==> src/rtl/des_out_serializer.sv <==
`default_nettype none
// ============================================================================
// Module   : des_out_serializer
// Brief    : Buffers 64-bit DES result blocks in a small FIFO and emits them
//            MSB-first as a valid/ready byte stream. Optional drop counter
//            enabled by defining DES_SER_DROP_CNT_EN.
// Revision : 1.0 - initial release
// ============================================================================
module des_out_serializer #(
   parameter int DEPTH = 4,
   parameter int CNT_W = 8
) (
   input  logic                     clk,
   input  logic                     reset,
   input  logic [63:0]              blk_in,
   input  logic                     blk_valid,
   output logic                     blk_ready,
   output logic [7:0]               byte_out,
   output logic                     byte_valid,
   input  logic                     byte_ready,
   output logic                     byte_last,
   output logic [$clog2(DEPTH):0]   fill
`ifdef DES_SER_DROP_CNT_EN
   ,
   output logic [CNT_W-1:0]         drop_cnt
`endif
);

   localparam int             AW     = $clog2(DEPTH);
   localparam logic [AW:0]    C_FULL = (AW+1)'(DEPTH);

   typedef enum logic [0:0] {
      S_IDLE  = 1'b0,
      S_SHIFT = 1'b1
   } state_t;

   state_t             r_state;
   state_t             w_state_nxt;
   logic [63:0]        r_mem [DEPTH];
   logic [AW-1:0]      r_wr_ptr;
   logic [AW-1:0]      r_rd_ptr;
   logic [AW:0]        r_fill;
   logic [63:0]        r_shreg;
   logic [2:0]         r_idx;
   logic               w_push;
   logic               w_pop;
   logic               w_shift;

   // Full means full: a pop in the same cycle does not open a slot for the writer.
   assign blk_ready = (r_fill != C_FULL);
   assign w_push    = blk_valid && blk_ready;
   assign fill      = r_fill;

   always_ff @(posedge clk) begin
      if (reset) r_state <= S_IDLE;
      else       r_state <= w_state_nxt;
   end

   always_comb begin
      w_state_nxt = r_state;
      w_pop       = 1'b0;
      w_shift     = 1'b0;
      byte_valid  = 1'b0;
      byte_out    = 8'h00;
      byte_last   = 1'b0;
      case (r_state)
         S_IDLE: begin
            if (r_fill != '0) begin
               w_pop       = 1'b1;
               w_state_nxt = S_SHIFT;
            end
         end
         S_SHIFT: begin
            byte_valid = 1'b1;
            byte_out   = r_shreg[63:56];
            byte_last  = (r_idx == 3'd7);
            if (byte_ready) begin
               if (r_idx != 3'd7)      w_shift     = 1'b1;
               else if (r_fill != '0)  w_pop       = 1'b1;
               else                    w_state_nxt = S_IDLE;
            end
         end
         default: w_state_nxt = S_IDLE;
      endcase
   end

   // Storage carries no reset; only pointers and occupancy define validity.
   always_ff @(posedge clk) begin
      if (w_push) r_mem[r_wr_ptr] <= blk_in;
   end

   always_ff @(posedge clk) begin
      if (reset) begin
         r_wr_ptr <= '0;
         r_rd_ptr <= '0;
         r_fill   <= '0;
      end else begin
         if (w_push) r_wr_ptr <= r_wr_ptr + 1'b1;
         if (w_pop)  r_rd_ptr <= r_rd_ptr + 1'b1;
         case ({w_push, w_pop})
            2'b10:   r_fill <= r_fill + 1'b1;
            2'b01:   r_fill <= r_fill - 1'b1;
            default: r_fill <= r_fill;
         endcase
      end
   end

   always_ff @(posedge clk) begin
      if (reset) begin
         r_shreg <= '0;
         r_idx   <= '0;
      end else if (w_pop) begin
         r_shreg <= r_mem[r_rd_ptr];
         r_idx   <= '0;
      end else if (w_shift) begin
         r_shreg <= {r_shreg[55:0], 8'h00};
         r_idx   <= r_idx + 1'b1;
      end
   end

`ifdef DES_SER_DROP_CNT_EN
   logic [CNT_W-1:0] r_drop_cnt;

   always_ff @(posedge clk) begin
      if (reset)
         r_drop_cnt <= '0;
      else if (blk_valid && !blk_ready && (r_drop_cnt != '1))
         r_drop_cnt <= r_drop_cnt + 1'b1;
   end

   assign drop_cnt = r_drop_cnt;
`endif

endmodule
`default_nettype wire

==> config.mk <==
export PLATFORM = sky130hd
export DESIGN_NAME = des_out_serializer
export DESIGN_NICKNAME = d
export VERILOG_FILES = /design/src/rtl/des_out_serializer.sv
export SDC_FILE = /design/constraint.sdc
export NUM_CORES = 1
export LEC_CHECK = 0
export BUFFER_PORTS_ARGS = -buffer_cell sky130_fd_sc_hd__buf_2
export CAP_MARGIN = 10
export CORE_ASPECT_RATIO = 1.5
export CORE_UTILIZATION = 40
export CTS_BUF_LIST = sky130_fd_sc_hd__clkbuf_16
export CTS_CLUSTER_DIAMETER = 100
export CTS_CLUSTER_SIZE = 12
export DETAILED_ROUTE_END_ITERATION = 8
export HOLD_SLACK_MARGIN = 0.08
export PLACE_DENSITY = 0.61
export REMOVE_ABC_BUFFERS = 1
export SLEW_MARGIN = 20
export SYNTH_ARGS = -nofsm -noshare
export SYNTH_HDL_FRONTEND = slang
export SYNTH_SLANG_ARGS = --single-unit
export TNS_END_PERCENT = 10
==> constraint.sdc <==
create_clock -name clk -period 2.8 [get_ports clk]
set_input_delay 0 -clock clk [delete_from_list [all_inputs] [get_ports clk]]
set_output_delay 0 -clock clk [all_outputs]
set_load 0.005 [all_outputs]
==> impl_metrics.sql <==
INSERT INTO impl_metrics (metric_group, metric, value, unit) VALUES
('timing', 'setup_viol_count_final', '0', ''),
('worst_setup_path', 'critPathMaxFanout', '10', ''),
('placed_design', 'gp_routability_congestion', '0.7090', ''),
('final_layout', 'fin_nets', '866', ''),
('yosys', 'syn_area', '12600', 'um2'),
('die', 'die_w', '146.9', 'um'),
('die', 'chipHeight', '219.4', 'um'),
('worst_setup_path', 'critical_path_buffers_and_inverters', '1', ''),
('routing', 'route.detailed.drc', '0', ''),
('timing', 'hold_viol_final', '0', ''),
('yosys', 'synth_top_area_cell', 'sky130_fd_sc_hd__edfxtp_1', ''),
('worst_setup_path', 'crit_family', 'simple AND/OR/NAND/NOR gates', ''),
('routing', 'wire_length_on_met1', '9804', 'um'),
('worst_setup_path', 'cp_slowest_stage_delay', '530', 'ps'),
('yosys', 'syn-instance-count', '628', ''),
('run_status', 'outcome', 'completed', ''),
('yosys', 'syn_avg_cell_area', '20.07', 'um2'),
('power_and_ir_drop', 'total_leakage_power', '5.392', 'nW'),
('clock_tree', 'tritoncts', 'yes', ''),
('grt', 'grt_antenna_before_repair', '1', ''),
('yosys', 'synth.most_common_cell', 'sky130_fd_sc_hd__edfxtp_1', ''),
('min_path', 'hold_class', 'in2reg', ''),
('clock_tree', 'cts_hold_buffers', '68', ''),
('routing', 'final_antenna_net_count', '0', ''),
('placed_design', 'dp_cells', '1094', ''),
('yosys', 'synth_cell_types', '32', ''),
('clock_tree', 'clk-insertion-delay-late', '570', 'ps'),
('clock_tree', 'numCtsBuffers', '31', ''),
('worst_setup_path', 'cp_cell_sequence', 'or3b_1 -> nand2_1 -> ha_1 -> inv_1 -> fa_1 -> xor2_1 -> or3_1 -> a21oi_1', ''),
('yosys', 'synth-warning-count', '0', ''),
('die', 'initial_cell_density_of_the_core', '40.61', '%'),
('routing', 'top_layer', 'met4', ''),
('clock_tree', 'clock_path_buffers', '3', ''),
('yosys', 'ys_top_cells_by_area', 'sky130_fd_sc_hd__edfxtp_1 61%, sky130_fd_sc_hd__dfxtp_1 12%, sky130_fd_sc_hd__mux4_2 11%', ''),
('power_and_ir_drop', 'ir_worst_vdd', '0.5334', 'mV'),
('power_and_ir_drop', 'power-per-cell-area', '875.5', 'nW/um2'),
('yosys', 'synth.top_cell.area_share', '60.99', '%'),
('placed_design', 'placement.cell_area', '13500', 'um2'),
('placed_design', 'dp_hpwl', '13520', 'um'),
('timing', 'grt_setup_unrepaired', 'no', ''),
('routing', 'drt-wirelength-per-cell', '19.44', 'um'),
('grt', 'globalRoute.totalOverflow', '0', ''),
('timing', 'layout_min_cycle_time', '2461', 'ps'),
('clock_tree', 'postCtsResizedCells', '0', ''),
('yosys', 'synth_top_cells_by_count', '256 x sky130_fd_sc_hd__edfxtp_1, 77 x sky130_fd_sc_hd__dfxtp_1, 64 x sky130_fd_sc_hd__mux4_2, 64 x sky130_fd_sc_hd__o2bb2ai_1, 58 x sky130_fd_sc_hd__mux2i_1', ''),
('clock_tree', 'sink_count', '333', ''),
('final_layout', 'layout.core_utilization', '48.54', '%'),
('yosys', 'synth_flop_cell', 'sky130_fd_sc_hd__edfxtp_1', ''),
('routing', 'route.met3.wl', '891', 'um'),
('worst_setup_path', 'slowest_stage', 'sky130_fd_sc_hd__or3b_1', ''),
('routing', 'drt-vias-per-instance', '5.104', ''),
('worst_setup_path', 'setup_crit_start_kind', 'register', ''),
('routing', 'first_iter_violations', '336', ''),
('grt', 'track_usage', '15.30', '%'),
('worst_setup_path', 'cp_data_required_time', '3270', 'ps'),
('placed_design', 'io_buffers', '81', ''),
('die', 'placeableCoreArea', '31040', 'um2'),
('clock_tree', 'cts_root_buf', 'sky130_fd_sc_hd__clkbuf_16', ''),
('clock_tree', 'clk_pin_slew', '60', 'ps'),
('final_layout', 'post_synthesis_to_final_layout_area_growth', '19.54', '%'),
('grt', 'pin_count_of_the_biggest_net_entering_global_routing', '65', ''),
('yosys', 'post_synthesis_register_bit_count', '333', ''),
('clock_tree', 'cts-htree-levels', '1', ''),
('timing', 'skew', '21.55', 'ps'),
('clock_tree', 'postCtsSetupRepairBufs', '0', ''),
('worst_setup_path', 'end_kind', 'register', ''),
('routing', 'via_count', '6232', ''),
('timing', 'maxSlewViolCount', '0', ''),
('die', 'rows', '79', ''),
('routing', 'wirelength', '23740', 'um'),
('yosys', 'synth_enable_flop_cells', '256', '');
cell usage in the layout, fill, tap and decap left out, types with 11 or more instances in the layout:
cell	synthesis	routed
sky130_fd_sc_hd__buf_2	7	81
sky130_fd_sc_hd__buf_4	3	11
sky130_fd_sc_hd__clkbuf_16	0	31
sky130_fd_sc_hd__dfxtp_1	77	75
sky130_fd_sc_hd__dlygate4sd3_1	0	68
sky130_fd_sc_hd__edfxtp_1	256	256
sky130_fd_sc_hd__inv_1	6	31
sky130_fd_sc_hd__mux2i_1	58	58
sky130_fd_sc_hd__mux4_2	64	64
sky130_fd_sc_hd__o2bb2ai_1	64	64
stage by stage:
stage	setup TNS [ps]	setup slack, ps	total power, mW	hold slack, ps
after floorplan	-55650	-875.2	8.653	69.07
after global placement	0	541.2	9.492	208.0
after detailed placement	0	391.2	9.636	219.2
after CTS	0	362.7	13.38	162.7
after global routing	0	251.9	13.86	175.9
final	0	338.7	13.19	184.0
worst paths after layout:
kind | from | to | slack (ps) | depth (start not counted)
setup / recovery | fill[2] | fill[2] | 340 | 8
hold / removal | blk_in[1] | r_mem[1][1] | 180 | 2
setup reg to reg | fill[2] | fill[2] | 340 | 8
hold reg to reg | r_rd_ptr[1] | register | 480 | 2
where the power goes:
part / switching, mW / internal, mW
combinational: 1.50 / 1.42
sequential: 0.422 / 6.19
clock: 1.67 / 1.98
total: 3.59 / 9.60
logic make-up (layout without fill, tap and decap cells):
group | count (synthesis) | count (layout) | synth area share [%]
adder cells (fa/ha/maj) | 8 | 8 | 0.8537
AO/OA/AOI/OAI | 78 | 78 | 5.162
flip-flops | 333 | 333 | 73.22
multiplexers | 122 | 122 | 16.04
AND/OR/NAND/NOR | 40 | 40 | 2.094
other | 0 | 1 | 0
XOR/XNOR | 3 | 3 | 0.2085
buffers and inverters | 44 | 231 | 2.422
per-layer routing:
| layer | global-route usage [%] | vias to the layer above |
|---|---|---|
| met1 | 18.14 | 3188 |
| met4 | 5.601 | 0 |
| met2 | 27.96 | 107 |
| li1 | - | 2900 |
| met3 | 2.308 | 37 |
| met5 | 0 | - |
area by class of cell:
type / count / area (um2)
flip-flops and latches: 333 / 9236
clock buffers: 31 / 775.7
fillers: 2611 / 15970
multi-input cells: 251 / 3107
repair buffers: 167 / 1309
well taps: 405 / 506.7
clock inverters: 27 / 107.6
inverters: 6 / 22.52
diodes: 1 / 2.502
worst reg2reg max path, delay by kind of cell (launching register included):
kind	cells	cell delay, ps
adders and majority gates	2	560
and+or+nand+nor	3	990
DFF	1	440
AOI/OAI and AO/OA	1	170
xor gates and xnor gates	1	160
buffers and inverters	1	60
sequential cells by signal, summed over array words and instances (netlist names), named ones only:
| signal | cells |
|---|---|
| fill | 3 |
| r_idx | 3 |
| r_mem | 256 |
| r_rd_ptr | 2 |
| r_shreg | 64 |
| r_state | 1 |
| r_wr_ptr | 2 |
Note: power is estimated with default switching activity, not from simulation.
